### src/rtl/dm_arbiter_pkg.sv
// Shared types and constants for the data-memory arbiter.
// Size codes match the DM access-size encoding used by the CPU MEM stage.
package dm_arbiter_pkg;

   localparam int unsigned SIZE_W = 3;

   localparam logic [SIZE_W-1:0] L_S_B = 3'd1;
   localparam logic [SIZE_W-1:0] L_S_H = 3'd2;
   localparam logic [SIZE_W-1:0] L_S_W = 3'd3;

   typedef enum logic [1:0] {
      IDLE   = 2'd0,
      ACCESS = 2'd1,
      RESP   = 2'd2
   } arb_state_t;

   typedef enum logic {
      OWNER_CPU = 1'b0,
      OWNER_DEV = 1'b1
   } owner_t;

   // Word accesses need addr[1:0]==0, halfword accesses need addr[0]==0.
   function automatic logic is_misaligned(input logic [SIZE_W-1:0] size,
                                          input logic [1:0]        a_lo);
      return ((size == L_S_W) && (a_lo != 2'b00)) ||
             ((size == L_S_H) && a_lo[0]);
   endfunction

endpackage

### src/rtl/dm_arbiter_if.sv
// Requester and data-memory signal bundle for dm_arbiter.
// master = arbiter side, slave = requesters plus memory.
interface dm_arbiter_if #(
   parameter int unsigned ADDR_W = 32,
   parameter int unsigned DATA_W = 32
) ();
   import dm_arbiter_pkg::*;

   logic              cpu_req;
   logic              cpu_we;
   logic [SIZE_W-1:0] cpu_size;
   logic [ADDR_W-1:0] cpu_addr;
   logic [DATA_W-1:0] cpu_wdata;
   logic [DATA_W-1:0] cpu_rdata;
   logic              cpu_ack;
   logic              cpu_err;
   logic              cpu_stall;

   logic              dev_req;
   logic              dev_we;
   logic [SIZE_W-1:0] dev_size;
   logic [ADDR_W-1:0] dev_addr;
   logic [DATA_W-1:0] dev_wdata;
   logic [DATA_W-1:0] dev_rdata;
   logic              dev_ack;
   logic              dev_err;
   logic              dev_stall;

   logic              dm_wr;
   logic [ADDR_W-1:0] dm_addr;
   logic [DATA_W-1:0] dm_din;
   logic [SIZE_W-1:0] dm_lssl;
   logic              dm_stall;
   logic [DATA_W-1:0] dm_dout;

   modport master (
      input  cpu_req, cpu_we, cpu_size, cpu_addr, cpu_wdata,
      output cpu_rdata, cpu_ack, cpu_err, cpu_stall,
      input  dev_req, dev_we, dev_size, dev_addr, dev_wdata,
      output dev_rdata, dev_ack, dev_err, dev_stall,
      output dm_wr, dm_addr, dm_din, dm_lssl, dm_stall,
      input  dm_dout
   );

   modport slave (
      output cpu_req, cpu_we, cpu_size, cpu_addr, cpu_wdata,
      input  cpu_rdata, cpu_ack, cpu_err, cpu_stall,
      output dev_req, dev_we, dev_size, dev_addr, dev_wdata,
      input  dev_rdata, dev_ack, dev_err, dev_stall,
      input  dm_wr, dm_addr, dm_din, dm_lssl, dm_stall,
      output dm_dout
   );

endinterface

### src/rtl/dm_arb_pick.sv
// Combinational grant selection between the cpu and dev requesters.
// DM_ARB_RR_EN selects round-robin on collisions; otherwise the CPU always wins.
module dm_arb_pick
   import dm_arbiter_pkg::*;
(
   input  logic   cpu_req,
   input  logic   dev_req,
   input  owner_t last_grant,
   output logic   grant_valid,
   output owner_t grant_owner
);

`ifdef DM_ARB_RR_EN
   always_comb begin
      grant_valid = cpu_req | dev_req;
      grant_owner = OWNER_CPU;
      if (cpu_req && dev_req) begin
         grant_owner = (last_grant == OWNER_CPU) ? OWNER_DEV : OWNER_CPU;
      end else if (dev_req) begin
         grant_owner = OWNER_DEV;
      end
   end
`else
   // last_grant is not consulted under fixed priority.
   logic unused_last_grant;
   assign unused_last_grant = last_grant;

   always_comb begin
      grant_valid = cpu_req | dev_req;
      grant_owner = OWNER_CPU;
      if (!cpu_req && dev_req) begin
         grant_owner = OWNER_DEV;
      end
   end
`endif

endmodule

### src/rtl/dm_arbiter.sv
// Shares the single-port data memory between the CPU MEM stage and a dev master.
// Arbitration policy set by DM_ARB_RR_EN (see dm_arb_pick); default is CPU priority.
module dm_arbiter
   import dm_arbiter_pkg::*;
#(
   parameter int unsigned ADDR_W = 32,
   parameter int unsigned DATA_W = 32
) (
   input logic          clk,
   input logic          Reset,
   dm_arbiter_if.master bus
);

   arb_state_t        state_q, state_d;
   owner_t            owner_q, owner_d;
   owner_t            last_grant_q, last_grant_d;
   owner_t            grant_owner;
   logic              grant_valid;
   logic              we_q, we_d;
   logic              mis_q, mis_d;
   logic [SIZE_W-1:0] size_q, size_d;
   logic [ADDR_W-1:0] addr_q, addr_d;
   logic [DATA_W-1:0] wdata_q, wdata_d;
   logic [DATA_W-1:0] cpu_rdata_q, cpu_rdata_d;
   logic [DATA_W-1:0] dev_rdata_q, dev_rdata_d;
   logic              cpu_ack_q, cpu_ack_d, dev_ack_q, dev_ack_d;
   logic              cpu_err_q, cpu_err_d, dev_err_q, dev_err_d;
   logic              dm_wr_q, dm_wr_d, dm_stall_q, dm_stall_d;

   dm_arb_pick u_pick (
      .cpu_req     (bus.cpu_req),
      .dev_req     (bus.dev_req),
      .last_grant  (last_grant_q),
      .grant_valid (grant_valid),
      .grant_owner (grant_owner)
   );

   always_ff @(posedge clk) begin
      if (Reset) begin
         state_q      <= IDLE;
         owner_q      <= OWNER_CPU;
         last_grant_q <= OWNER_DEV;
         we_q         <= 1'b0;
         mis_q        <= 1'b0;
         size_q       <= '0;
         addr_q       <= '0;
         wdata_q      <= '0;
         cpu_rdata_q  <= '0;
         dev_rdata_q  <= '0;
         cpu_ack_q    <= 1'b0;
         dev_ack_q    <= 1'b0;
         cpu_err_q    <= 1'b0;
         dev_err_q    <= 1'b0;
         dm_wr_q      <= 1'b0;
         dm_stall_q   <= 1'b1;
      end else begin
         state_q      <= state_d;
         owner_q      <= owner_d;
         last_grant_q <= last_grant_d;
         we_q         <= we_d;
         mis_q        <= mis_d;
         size_q       <= size_d;
         addr_q       <= addr_d;
         wdata_q      <= wdata_d;
         cpu_rdata_q  <= cpu_rdata_d;
         dev_rdata_q  <= dev_rdata_d;
         cpu_ack_q    <= cpu_ack_d;
         dev_ack_q    <= dev_ack_d;
         cpu_err_q    <= cpu_err_d;
         dev_err_q    <= dev_err_d;
         dm_wr_q      <= dm_wr_d;
         dm_stall_q   <= dm_stall_d;
      end
   end

   // DM strobes are computed one state early so they come straight from flops in ACCESS.
   always_comb begin
      state_d      = state_q;
      owner_d      = owner_q;
      last_grant_d = last_grant_q;
      we_d         = we_q;
      mis_d        = mis_q;
      size_d       = size_q;
      addr_d       = addr_q;
      wdata_d      = wdata_q;
      cpu_rdata_d  = cpu_rdata_q;
      dev_rdata_d  = dev_rdata_q;
      cpu_ack_d    = 1'b0;
      dev_ack_d    = 1'b0;
      cpu_err_d    = 1'b0;
      dev_err_d    = 1'b0;
      dm_wr_d      = 1'b0;
      dm_stall_d   = 1'b1;

      unique case (state_q)
         IDLE: begin
            if (grant_valid) begin
               owner_d = grant_owner;
               if (grant_owner == OWNER_CPU) begin
                  we_d    = bus.cpu_we;
                  size_d  = bus.cpu_size;
                  addr_d  = bus.cpu_addr;
                  wdata_d = bus.cpu_wdata;
               end else begin
                  we_d    = bus.dev_we;
                  size_d  = bus.dev_size;
                  addr_d  = bus.dev_addr;
                  wdata_d = bus.dev_wdata;
               end
               mis_d      = is_misaligned(size_d, addr_d[1:0]);
               dm_wr_d    = we_d & ~mis_d;
               dm_stall_d = mis_d;
               state_d    = ACCESS;
            end
         end
         ACCESS: begin
            if (owner_q == OWNER_CPU) begin
               cpu_ack_d   = 1'b1;
               cpu_err_d   = mis_q;
               cpu_rdata_d = bus.dm_dout;
            end else begin
               dev_ack_d   = 1'b1;
               dev_err_d   = mis_q;
               dev_rdata_d = bus.dm_dout;
            end
            state_d = RESP;
         end
         RESP: begin
            last_grant_d = owner_q;
            state_d      = IDLE;
         end
         default: state_d = IDLE;
      endcase
   end

   assign bus.cpu_rdata = cpu_rdata_q;
   assign bus.cpu_ack   = cpu_ack_q;
   assign bus.cpu_err   = cpu_err_q;
   assign bus.cpu_stall = bus.cpu_req & ~cpu_ack_q;
   assign bus.dev_rdata = dev_rdata_q;
   assign bus.dev_ack   = dev_ack_q;
   assign bus.dev_err   = dev_err_q;
   assign bus.dev_stall = bus.dev_req & ~dev_ack_q;

   // A reset landing in ACCESS must suppress the write already staged in dm_wr_q.
   assign bus.dm_wr    = dm_wr_q & ~Reset;
   assign bus.dm_addr  = addr_q;
   assign bus.dm_din   = wdata_q;
   assign bus.dm_lssl  = size_q;
   assign bus.dm_stall = dm_stall_q;

endmodule

### src/flat_wrapper.sv
// flat-port wrapper written by rule: the top's interface ports become plain ports
module dm_arbiter_flat import dm_arbiter_pkg::*;
#(
   parameter int unsigned ADDR_W = 32,
   parameter int unsigned DATA_W = 32
)
  (clk, Reset, bus_cpu_req, bus_cpu_we, bus_cpu_size, bus_cpu_addr, bus_cpu_wdata, bus_cpu_rdata, bus_cpu_ack, bus_cpu_err, bus_cpu_stall, bus_dev_req, bus_dev_we, bus_dev_size, bus_dev_addr, bus_dev_wdata, bus_dev_rdata, bus_dev_ack, bus_dev_err, bus_dev_stall, bus_dm_wr, bus_dm_addr, bus_dm_din, bus_dm_lssl, bus_dm_stall, bus_dm_dout);
  dm_arbiter_if #(.ADDR_W(ADDR_W), .DATA_W(DATA_W)) bus_i ();
  input logic clk;
  input logic Reset;
  input wire logic [$bits(bus_i.cpu_req)-1:0] bus_cpu_req;
  input wire logic [$bits(bus_i.cpu_we)-1:0] bus_cpu_we;
  input wire logic [$bits(bus_i.cpu_size)-1:0] bus_cpu_size;
  input wire logic [$bits(bus_i.cpu_addr)-1:0] bus_cpu_addr;
  input wire logic [$bits(bus_i.cpu_wdata)-1:0] bus_cpu_wdata;
  output wire logic [$bits(bus_i.cpu_rdata)-1:0] bus_cpu_rdata;
  output wire logic [$bits(bus_i.cpu_ack)-1:0] bus_cpu_ack;
  output wire logic [$bits(bus_i.cpu_err)-1:0] bus_cpu_err;
  output wire logic [$bits(bus_i.cpu_stall)-1:0] bus_cpu_stall;
  input wire logic [$bits(bus_i.dev_req)-1:0] bus_dev_req;
  input wire logic [$bits(bus_i.dev_we)-1:0] bus_dev_we;
  input wire logic [$bits(bus_i.dev_size)-1:0] bus_dev_size;
  input wire logic [$bits(bus_i.dev_addr)-1:0] bus_dev_addr;
  input wire logic [$bits(bus_i.dev_wdata)-1:0] bus_dev_wdata;
  output wire logic [$bits(bus_i.dev_rdata)-1:0] bus_dev_rdata;
  output wire logic [$bits(bus_i.dev_ack)-1:0] bus_dev_ack;
  output wire logic [$bits(bus_i.dev_err)-1:0] bus_dev_err;
  output wire logic [$bits(bus_i.dev_stall)-1:0] bus_dev_stall;
  output wire logic [$bits(bus_i.dm_wr)-1:0] bus_dm_wr;
  output wire logic [$bits(bus_i.dm_addr)-1:0] bus_dm_addr;
  output wire logic [$bits(bus_i.dm_din)-1:0] bus_dm_din;
  output wire logic [$bits(bus_i.dm_lssl)-1:0] bus_dm_lssl;
  output wire logic [$bits(bus_i.dm_stall)-1:0] bus_dm_stall;
  input wire logic [$bits(bus_i.dm_dout)-1:0] bus_dm_dout;
  assign bus_i.cpu_req = bus_cpu_req;
  assign bus_i.cpu_we = bus_cpu_we;
  assign bus_i.cpu_size = bus_cpu_size;
  assign bus_i.cpu_addr = bus_cpu_addr;
  assign bus_i.cpu_wdata = bus_cpu_wdata;
  assign bus_cpu_rdata = bus_i.cpu_rdata;
  assign bus_cpu_ack = bus_i.cpu_ack;
  assign bus_cpu_err = bus_i.cpu_err;
  assign bus_cpu_stall = bus_i.cpu_stall;
  assign bus_i.dev_req = bus_dev_req;
  assign bus_i.dev_we = bus_dev_we;
  assign bus_i.dev_size = bus_dev_size;
  assign bus_i.dev_addr = bus_dev_addr;
  assign bus_i.dev_wdata = bus_dev_wdata;
  assign bus_dev_rdata = bus_i.dev_rdata;
  assign bus_dev_ack = bus_i.dev_ack;
  assign bus_dev_err = bus_i.dev_err;
  assign bus_dev_stall = bus_i.dev_stall;
  assign bus_dm_wr = bus_i.dm_wr;
  assign bus_dm_addr = bus_i.dm_addr;
  assign bus_dm_din = bus_i.dm_din;
  assign bus_dm_lssl = bus_i.dm_lssl;
  assign bus_dm_stall = bus_i.dm_stall;
  assign bus_i.dm_dout = bus_dm_dout;
  dm_arbiter #(.ADDR_W(ADDR_W), .DATA_W(DATA_W)) u_core (.clk(clk), .Reset(Reset), .bus(bus_i));
endmodule
### config.mk
export PLATFORM = sky130hd
export DESIGN_NAME = dm_arbiter_flat
export DESIGN_NICKNAME = d
export VERILOG_FILES = /design/src/rtl/dm_arbiter_pkg.sv /design/src/rtl/dm_arbiter_if.sv /design/src/rtl/dm_arb_pick.sv /design/src/rtl/dm_arbiter.sv /design/src/flat_wrapper.sv
export SDC_FILE = /design/constraint.sdc
export NUM_CORES = 1
export LEC_CHECK = 0
export ABC_CLOCK_PERIOD_IN_PS = 1800
export BUFFER_PORTS_ARGS = -buffer_cell sky130_fd_sc_hd__buf_4
export CORE_UTILIZATION = 25
export CTS_BUF_LIST = sky130_fd_sc_hd__clkbuf_4 sky130_fd_sc_hd__clkbuf_8
export CTS_CLUSTER_DIAMETER = 60
export CTS_CLUSTER_SIZE = 40
export DETAILED_ROUTE_END_ITERATION = 16
export SETUP_SLACK_MARGIN = 0.05
export SLEW_MARGIN = 15
export SYNTH_ARGS = -nofsm -noshare
export SYNTH_HDL_FRONTEND = slang
export SYNTH_HIERARCHICAL = 1
export SYNTH_SLANG_ARGS = --single-unit
### constraint.sdc
create_clock -name clk -period 1.8 [get_ports clk]
set_input_delay 0.18 -clock clk [delete_from_list [all_inputs] [get_ports clk]]
set_output_delay 0.18 -clock clk [all_outputs]
set_load 0.02 [all_outputs]
Yosys cells after proc, flatten, opt, wreduce, memory -nomap -nowiden. Index checks and enable logic that the tools add are counted.

Multiplexer cells: 15. Reduce and logical (&&, ||, !) cells: 14. Bitwise gates (word level): 13. Eq/ne operators: 4.

Operators with widths (count): $mux W32 (4); $mux W3 (3); $reduce_or A3 Y1 (3); $not A1 Y1 (8); $eq A3 B2 Y1 const B (2); $mux W1 (6); $reduce_and A2 Y1 (3); $and A1 B1 Y1 (4); $pmux W2 S2 (1); $logic_and A1 B1 Y1 (3); $eq A2 B1 Y1 const B (1); $logic_not A2 Y1 (1); $mux W2 (1); $ne A2 B1 Y1 const B (1); $reduce_bool A2 Y1 (1); $reduce_or A2 Y1 (1); $logic_not A1 Y1 (1); $logic_or A1 B1 Y1 (1); $or A1 B1 Y1 (1).

Bits of input ports: 172. Register bits: 141.

Logic depth before layout (Yosys ltp).
Depth in word-level cells: 11. Mapped depth: 6.

Modules after synthesis. Netlist, hierarchy kept.

By module, submodules not included: dm_arbiter (cells an instance 619, area an instance 5537.8 um^2, instances 1); dm_arb_pick (cells an instance 2, area an instance 12.5 um^2, instances 1).

Worst setup path after synthesis. OpenSTA, ideal clock, no wires.

Path kind: input to register. Start: input port bus_dev_req. End: register u_core.dm_wr_q. Path slack: 512 ps. Stages on the path: 5. Library setup time: 133 ps. Data arrival time: 1155 ps. Buffers on the path: 1. Cell sequence: nor2b_1 > buf_2 > or3b_1 > a221oi_2 > nor4_1.

Word-level cells in the longest chain between the ends: 10. Elaborated cells on any way between the ends: 22. Classes of those cells: 2 x eq/ne; 10 x mux; 4 x bitwise; 6 x reduce/logical.

RTL lines: start, declared (RTL line flat_wrapper.sv:20) `input wire logic [$bits(bus_i.dev_req)-1:0] bus_dev_req;`; $logic_and A1 B1 Y1 (RTL line dm_arb_pick.sv:31) `if (!cpu_req && dev_req) begin`; $mux W1 (RTL line dm_arb_pick.sv:31); $mux W3 / $mux W32 (equally long branches) (RTL line dm_arbiter.sv:99) `if (grant_owner == OWNER_CPU) begin`; $mux W3 / $mux W32 (equally long branches) (RTL line dm_arbiter.sv:97) `if (grant_valid) begin`; $mux W3 / $mux W32 (equally long branches) (RTL line dm_arbiter.sv:95) `unique case (state_q)`; $eq A3 B2 Y1 (tied with other cells) (RTL line dm_arbiter_pkg.sv:25) `return ((size == L_S_W) && (a_lo != 2'b00)) ||`; $logic_and A1 B1 Y1 (on tied branches) (RTL line dm_arbiter_pkg.sv:25, dm_arbiter_pkg.sv:26); $logic_or A1 B1 Y1 (RTL line dm_arbiter_pkg.sv:25); $not A1 Y1 (RTL line dm_arbiter.sv:111) `dm_wr_d = we_d & ~mis_d;`; $and A1 B1 Y1 (RTL line dm_arbiter.sv:111); end signal, assigned (RTL line dm_arbiter.sv:71) `dm_wr_q <= dm_wr_d;`; end, declared (RTL line dm_arbiter.sv:28) `logic dm_wr_q, dm_wr_d, dm_stall_q, dm_stall_d;`.

Parallel ways exist; a longest one is shown, timed or not. The select of a mux whose other input is x is not followed. A chain may end at the register's enable or synchronous reset.

Final worst setup path.
Start: register u_core.state_q[1]. End: register u_core.size_q[1], in the netlist u_core/bus.dm_lssl[1].

Word-level cells in the longest chain between the ends: 2.

RTL lines: start, declared (RTL line dm_arbiter.sv:14) `arb_state_t state_q, state_d;`; start signal, assigned (RTL line dm_arbiter.sv:57) `state_q <= state_d;`; $logic_not A2 Y1 (RTL line dm_arbiter.sv:95); $reduce_and A2 Y1 (no line); end signal, assigned (RTL line dm_arbiter.sv:62) `size_q <= size_d;`; end, declared (RTL line dm_arbiter.sv:21) `logic [SIZE_W-1:0] size_q, size_d;`.

No other way between the ends.

==> results.sh <==
export IMPL_max_cap_violations=0
export IMPL_cp_cell_sequence="nor3b_2 > buf_12 > nor2_1 > a211oi_1"
export IMPL_critPathKind="reg -> reg"
export IMPL_num_fill_cells=2131
export IMPL_grt_max_degree=81
export IMPL_clkPwrFrac_pct=34.3
export IMPL_cts_buffer_depth=2
export IMPL_floorplan_initialDensity_pct=25.9
export IMPL_wl_um=17600
export IMPL_crit_arrival_ps=1900
export IMPL_dieWidth_um=150
export IMPL_rows=53
export IMPL_dp_slack_ps=251
export IMPL_finalCritPeriodShare_pct=86.1
export IMPL_clk_latency_ps=430
export IMPL_slowest_stage="nor3b_2"
export IMPL_min_period_ps=1550
export IMPL_seqCellArea_um2=2820
export IMPL_cp_required_ps=2150
export IMPL_peakVddDrop_mv=0.423
export IMPL_cp_top_family="simple AND/OR/NAND/NOR gates"
export IMPL_cpPeakStageDelay_ps=390
export IMPL_syn_to_final_growth_pct=62.5
export IMPL_finalClockSkew_ps=8.11
export IMPL_numCtsBuffers=17
export IMPL_max_freq_mhz=645
export IMPL_outcome="complete, no violations"
export IMPL_yosysWarningCount=6
export IMPL_gr_usage_all_layers_pct=15.3
export IMPL_drt_iter0_drc=149
export IMPL_grt_pass1_vias=5218
export IMPL_final_nets=1115
export IMPL_p_leak_uw=0.00390
export IMPL_swShare_pct=29.2
export IMPL_cts_root_buffer="clkbuf_8"
export IMPL_cp_startpoint="u_core/state_q[1]"
export IMPL_dieArea_um2=22600
export IMPL_grt_overflow=0
export IMPL_power_frac_comb_pct=22.2
export IMPL_slew_headroom_pct=73.9
export IMPL_setup_viol=0
export IMPL_drive_gt1_share_pct=38.0
export IMPL_cts_setup_buffers=0
export IMPL_clock_sinks=141
export IMPL_port_buffer_count=310
export IMPL_hold_viol=0
export IMPL_multiInputGateArea_um2=2460
export IMPL_hpwl_um=12500
export IMPL_vias_per_cell=4.41
export IMPL_firstDrtPassIters=4
export IMPL_rsz0062_at_grt="no"
export IMPL_mostFrequentLayoutCells="buf_4 (316), dfxtp_1 (141), nand2_1 (131), nor2_1 (71)"
export IMPL_cts_htree_levels=4
export IMPL_cts_tree="yes"
export IMPL_drtAntennaViolNets=0
export IMPL_worstMarginPinSlew_ps=392
export IMPL_wl_per_cell_um=14.3
export IMPL_dieHeight_um=150
export IMPL_clk_pin_slew_worst_paths_ps=80
export IMPL_power_density_nw_per_um2=896
export IMPL_slew_violations=0
export IMPL_netlist_area_um2=5510
export IMPL_setup_ws_ps=250
export IMPL_internal_power_uw=5670
export IMPL_grt_pass1_wl_um=26600
export IMPL_hp_class="in -> reg"
export IMPL_antenna_found_initial=0
export IMPL_drc=0
export IMPL_io_pins=311
export IMPL_cp_start_kind="flop"
export IMPL_p_total_uw=8020
export IMPL_layout_commonest_cell="buf_4"
export IMPL_gp_congestion=0.734
export IMPL_syn_nets=789
export IMPL_timing_rr_start="u_core/state_q[1]"
export IMPL_syn_avg_cell_area_um2=8.93
export IMPL_tns_ps=0
export IMPL_vias=5423
export IMPL_worstPathMaxFanout=80
export IMPL_cts_resized_gates=0
export IMPL_switching_power_uw=2340
export IMPL_hold_path_startpoint="bus_cpu_we"
export IMPL_cts_hold_buffers=33
export IMPL_syn_inst=617
export IMPL_diodes=0
export IMPL_worstSetupEndpointType="flop"
export IMPL_core_um2=21300
export IMPL_seqPwrFrac_pct=43.5
export IMPL_path_buf_inv=1
==> stage by stage <==
step	hold WS (ps)	std cells	utilization (%)	instance area, µm²
after floorplan	275	617	-	5510
after global placement	438	1166	38.5	8200
after detailed placement	446	1166	38.5	8200
after CTS	33.9	1231	42.1	8950
after global routing	58.6	1231	42.1	8950
final	74.3	1231	42.1	8950
==> layer usage <==
layer | vias to the layer above | GRT usage [%] | wire length (µm)
li1 | 2769 | - | -
met1 | 2417 | 16.5 | 6970
met2 | 221 | 27.6 | 8840
met3 | 16 | 5.52 | 1580
met4 | 0 | 4.85 | 199
met5 | - | 0 | 0
==> power groups by stage <==
stage / Clock (µW) / Combinational, µW / Sequential, µW
2_1_floorplan: 0 / 603 / 3830
3_3_place_gp: 0 / 1740 / 3550
3_5_place_dp: 0 / 1750 / 3550
4_1_cts: 2870 / 1810 / 3490
5_1_grt: 2980 / 1940 / 3520
6_report: 2750 / 1780 / 3480
==> flip-flops by register name (all words and copies together), names as in the netlist, 2 cells and up <==
signal and flops:
u_core/state_q 2, u_core/bus.dm_din 32, u_core/bus.dm_addr 32, u_core/bus.dm_lssl 3, u_core/bus.dev_rdata 32, u_core/bus.cpu_rdata 32
==> final timing paths <==
kind | endpoint | slack, ps | cells past startpoint
max | u_core/bus.dm_lssl[1] | 250 | 4
min | u_core/dm_wr_q | 70 | 3
max reg2reg | u_core/bus.dm_lssl[1] | 250 | 4
min reg2reg | u_core/bus.cpu_rdata[21] | 460 | 2
==> area by class of cell <==
cell class                      count  area share (%)
Tap cell                          275            3.84
Timing Repair Buffer              359            32.4
Clock inverter                     12            1.80
Clock buffer                       20            2.94
Multi-Input combinational cell    424            27.5
Sequential cell                   141            31.5
==> worst reg2reg max path: stages, from the launching register on <==
cell,delay (ps)
dfxtp_1,380
nor3b_2,390
buf_12,320
nor2_1,140
a211oi_1,230
(Power assumes the default switching activity.)
